File: src/rtl/sp_deserializer.sv
// ---------------------------------------------------------------------------
// sp_deserializer
//   Serial-to-parallel converter qualified by a start/valid flag (CONV) from
//   an upstream sync-pattern detector. A CONV rising edge starts a frame of
//   NWORDS words of WIDTH bits each, received MSB first with no gaps between
//   words. CONV falling mid-frame aborts the frame.
//
// Ports
//   CLK    in   1      single clock, rising edge
//   RESET  in   1      asynchronous, active-high reset
//   S_IN   in   1      serial data, MSB of each word first
//   CONV   in   1      start / frame-qualify flag
//   D_OUT  out  WIDTH  last completed word (registered)
//   VALID  out  1      one-cycle pulse: D_OUT just updated
//   BUSY   out  1      frame collection in progress
//   ERR    out  1      one-cycle pulse: frame aborted
//   WCNT   out  8      words completed in the current frame
//
// State table
//   state | meaning
//   IDLE  | waiting for a CONV rising edge
//   SHIFT | collecting bits; CONV must stay high every edge
// ---------------------------------------------------------------------------
module sp_deserializer #(
  parameter int WIDTH  = 8,
  parameter int NWORDS = 4
) (
  input  logic             CLK,
  input  logic             RESET,
  input  logic             S_IN,
  input  logic             CONV,
  output logic [WIDTH-1:0] D_OUT,
  output logic             VALID,
  output logic             BUSY,
  output logic             ERR,
  output logic [7:0]       WCNT
);

  localparam int BW = $clog2(WIDTH);
  localparam logic [BW-1:0] LAST_BIT  = BW'(WIDTH - 1);
  localparam logic [7:0]    LAST_WORD = 8'(NWORDS);

  localparam logic [0:0] IDLE  = 1'b0;
  localparam logic [0:0] SHIFT = 1'b1;

  logic [0:0]       state_q, state_d;
  logic             conv_q;
  // Only WIDTH-1 bits need storing: the final bit of a word comes straight
  // from S_IN on the edge that loads D_OUT.
  logic [WIDTH-2:0] shreg_q, shreg_d;
  logic [BW-1:0]    bcnt_q, bcnt_d;
  logic [7:0]       wcnt_q, wcnt_d;
  logic [WIDTH-1:0] dout_q, dout_d;
  logic             valid_q, valid_d;
  logic             err_q, err_d;

  logic             start;
  logic [WIDTH-1:0] shift_in;
  logic [7:0]       wcnt_inc;

  assign start    = CONV & ~conv_q;
  assign shift_in = {shreg_q, S_IN};
  assign wcnt_inc = wcnt_q + 8'd1;

  always_comb begin
    state_d = state_q;
    shreg_d = shreg_q;
    bcnt_d  = bcnt_q;
    wcnt_d  = wcnt_q;
    dout_d  = dout_q;
    valid_d = 1'b0;
    err_d   = 1'b0;
    case (state_q)
      IDLE: begin
        // S_IN on the start edge is deliberately ignored.
        if (start) begin
          state_d = SHIFT;
          shreg_d = '0;
          bcnt_d  = '0;
          wcnt_d  = '0;
        end
      end
      SHIFT: begin
        if (!CONV) begin
          // Abort wins even on the last-bit edge; D_OUT and WCNT hold.
          state_d = IDLE;
          err_d   = 1'b1;
          shreg_d = '0;
          bcnt_d  = '0;
        end else if (bcnt_q == LAST_BIT) begin
          dout_d  = shift_in;
          valid_d = 1'b1;
          wcnt_d  = wcnt_inc;
          bcnt_d  = '0;
          if (wcnt_inc == LAST_WORD) state_d = IDLE;
        end else begin
          shreg_d = shift_in[WIDTH-2:0];
          bcnt_d  = bcnt_q + BW'(1);
        end
      end
      default: state_d = IDLE;
    endcase
  end

  always_ff @(posedge CLK or posedge RESET) begin
    if (RESET) begin
      state_q <= IDLE;
      conv_q  <= 1'b0;
      shreg_q <= '0;
      bcnt_q  <= '0;
      wcnt_q  <= '0;
      dout_q  <= '0;
      valid_q <= 1'b0;
      err_q   <= 1'b0;
    end else begin
      state_q <= state_d;
      conv_q  <= CONV;
      shreg_q <= shreg_d;
      bcnt_q  <= bcnt_d;
      wcnt_q  <= wcnt_d;
      dout_q  <= dout_d;
      valid_q <= valid_d;
      err_q   <= err_d;
    end
  end

  assign D_OUT = dout_q;
  assign VALID = valid_q;
  assign ERR   = err_q;
  assign WCNT  = wcnt_q;
  assign BUSY  = (state_q == SHIFT);

endmodule

File: config.mk
export PLATFORM = sky130hd
export DESIGN_NAME = sp_deserializer
export DESIGN_NICKNAME = d
export VERILOG_FILES = /design/src/rtl/sp_deserializer.sv
export SDC_FILE = /design/constraint.sdc
export NUM_CORES = 1
export LEC_CHECK = 0
export CAP_MARGIN = 20
export CORE_UTILIZATION = 52
export DETAILED_ROUTE_END_ITERATION = 8
export PLACE_DENSITY = 0.77
export SLEW_MARGIN = 20
export SYNTH_ARGS = -nofsm -noshare
export SYNTH_HDL_FRONTEND = slang
export SYNTH_SLANG_ARGS = --single-unit
File: constraint.sdc
create_clock -name CLK -period 2.13 [get_ports CLK]
set_input_delay 0.213 -clock CLK [delete_from_list [all_inputs] [get_ports CLK]]
set_output_delay 0.213 -clock CLK [all_outputs]
set_load 0.05 [all_outputs]
==> impl_metrics.yaml <==
global_route:
  antenna_found_initial: 0
  grtUsageTotal: 0.225
  grt_pass1_wl_mm: 4.56
  grt_max_degree: 31
  grt_overflow_total: 0
  grt_pass1_vias: 991
routing:
  via_count: 1092
  dr_wl_met2_mm: 1.27
  wl_per_cell_um: 14.6
  wl_mm: 2.76
  drt_iter0_markers: 27
  firstDrtPassIters: 4
  viasPerCell: 5.78
  highest_layer: "met4"
  met3_length_um: 144
  wl_met1_mm: 1.29
  drc: 0
  ant_nets: 0
timing:
  min_period_ps: 1880
  rsz0062_at_grt: "false"
  hold_viol: 0
  setup_tns_ps: 0
  maxSlewHeadroom: 0.665
  maxSlewViolCount: 0
  hold_ws_ps: 246
  worstMarginPinSlew_ps: 501
  setup_ws_ps: 253
  post-route-period-util: 0.881
  timing.fmax_mhz: 533
  setup_violations: 0
  clock_skew_ps: 11.2
clock_network:
  ctsResizeCount: 0
  clk_pin_slew_worst_paths_ps: 100
  htree_levels: 2
  clkLatencyLatePin_ps: 330
  clockBufferDepth: 2
  root_buffer: "clkbuf_4"
  ctsHoldBuffers: 0
  numCtsBuffers: 5
  post-cts-setup-buffers: 0
  cts_tree: "built"
  clock_sinks: 30
synth:
  async_reset_ff_frac: 1.00
  yosysSeqAreaShare: 0.524
  syn_inst: 131
  synth_top_cell_by_area: "dfrtp_1"
  yosysMostFrequentCell: "nand2_1"
  synthTopCellsByArea: "dfrtp_1, nand2_1, mux2i_1"
  ys.flop_type: "dfrtp_1"
  synth-edff-count: 0
  synth_top_area_frac: 0.524
  avgSynthCellArea_um2: 10.9
  syn_nets: 138
  syn-cell-area_mm2: 0.00143
  synth_cell_types: 37
  synthTopCellsByCount: "nand2_1, dfrtp_1, mux2i_1, nor2b_1, o2bb2ai_1"
  synth-seq-cells: 30
  ys.warnings.count: 0
final_layout:
  syn2layout_area_growth_pct: 20.4
  fin_nets: 166
  n_antenna_cell: 0
  fin_area_mm2: 0.00173
  drive_gt1_frac: 0.119
  fin_util: 0.678
setup_path:
  worstPathMaxFanout: 7
  crit_type: "flip-flop to output pin"
  path_cells: "clkdlybuf4s50_1"
  cp.buffers_inverters: 1
  end_kind: "output pin"
  worstSetupStartpointType: "flip-flop"
  reg2regPathDepth: 6
  critical_path_depth: 1
  crit_path_max_incr_delay_ps: 850
  cp_slowest_cell: "clkdlybuf4s50_1"
  required_ps: 1920
  crit_family: "buffers and inverters"
  arrival_ps: 1660
die:
  die-area_mm2: 0.00297
  start_util: 0.563
  num_rows: 18
  dieWidth_um: 54.5
  die_h_um: 54.5
  coreArea_mm2: 0.00254
  io_pins: 23
place:
  place_congestion: 0.799
  dp_hpwl_mm: 1.88
  port_buffers: 22
  place_area_mm2: 0.00168
  preCtsSetupSlack_ps: 413
pwr:
  power_density_mw_per_mm2: 568
  ir_worst_vdd_uv: 506
  leakage_nw: 0.834
outcome:
  status: "finished, final reports clean"
run:
  drv_cap: 0
hold_path:
  min_path_type: "input pin to async pin"
flip-flops by register name (all words and copies together) (netlist names):
name and count:
D_OUT 8, WCNT 8, shreg_q 7, bcnt_q 3, BUSY 1, ERR 1
VALID 1, conv_q 1
worst paths after layout:
path / start / slack, ps / end
worst max-delay path: WCNT[4]$_DFFE_PP0P_ / 250 / WCNT[4]
min in group CLK: S_IN / 440 / D_OUT[0]$_DFFE_PP0P_
worst min-delay path: RESET / 250 / D_OUT[5]$_DFFE_PP0P_
max in group asynchronous: RESET / 1600 / bcnt_q[0]$_DFFE_PP0P_
worst min register to register: D_OUT[6]$_DFFE_PP0P_ / 480 / D_OUT[6]$_DFFE_PP0P_
worst max register to register: bcnt_q[0]$_DFFE_PP0P_ / 400 / WCNT[5]$_DFFE_PP0P_
cells in the final DEF, fill, tap and decap left out, types with 2 or more instances in the layout:
cell,Yosys,routed
nand2_1,32,32
dfrtp_1,30,30
clkdlybuf4s50_1,0,22
mux2i_1,7,7
clkbuf_4,0,5
o2bb2ai_1,4,4
nor2b_1,4,4
buf_4,2,4
and3_1,3,3
o2111ai_1,3,3
a21o_1,3,3
o21ai_0,3,3
o22ai_1,3,3
ha_1,3,3
nand3_4,2,2
nor3_1,2,2
o211a_1,2,2
nor4_1,2,2
a211o_1,2,2
inv_1,2,2
nand3_1,2,2
a22o_1,2,2
clkinv_2,0,2
through the flow:
stage / power, W / instances
after floorplan: 0.000656 / 131
after global placement: 0.000681 / 182
after detailed placement: 0.000683 / 182
after CTS: 0.000983 / 189
after global routing: 0.00102 / 189
final: 0.000981 / 189
cell type report:
class,count,area [um2]
Fill cell,199,818
Sequential cell,30,751
Multi-Input combinational cell,93,629
Timing Repair Buffer,26,250
Clock buffer,5,37.5
Tap cell,30,37.5
Inverter,3,11.3
Clock inverter,2,10.0
power breakdown:
group          switching (W)  internal (W)
Clock               0.000191      0.000118
Combinational      0.0000506     0.0000317
Sequential        0.00000874      0.000580
cells by family after synthesis:
logic type	count (synthesis)	share of synthesized area
AO/OA/AOI/OAI	27	0.148
adder cells (fa/ha/maj)	3	0.0262
buffers and inverters	8	0.0375
flip-flops	30	0.524
multiplexers	7	0.0489
AND/OR/NAND/NOR	56	0.216
layer usage:
metal,global-route usage,vias to the layer above
li1,-,528
met1,0.295,528
met2,0.341,28
met3,0.0917,8
met4,0.0641,0
met5,0,-
Note: power is estimated with default switching activity, not from simulation.
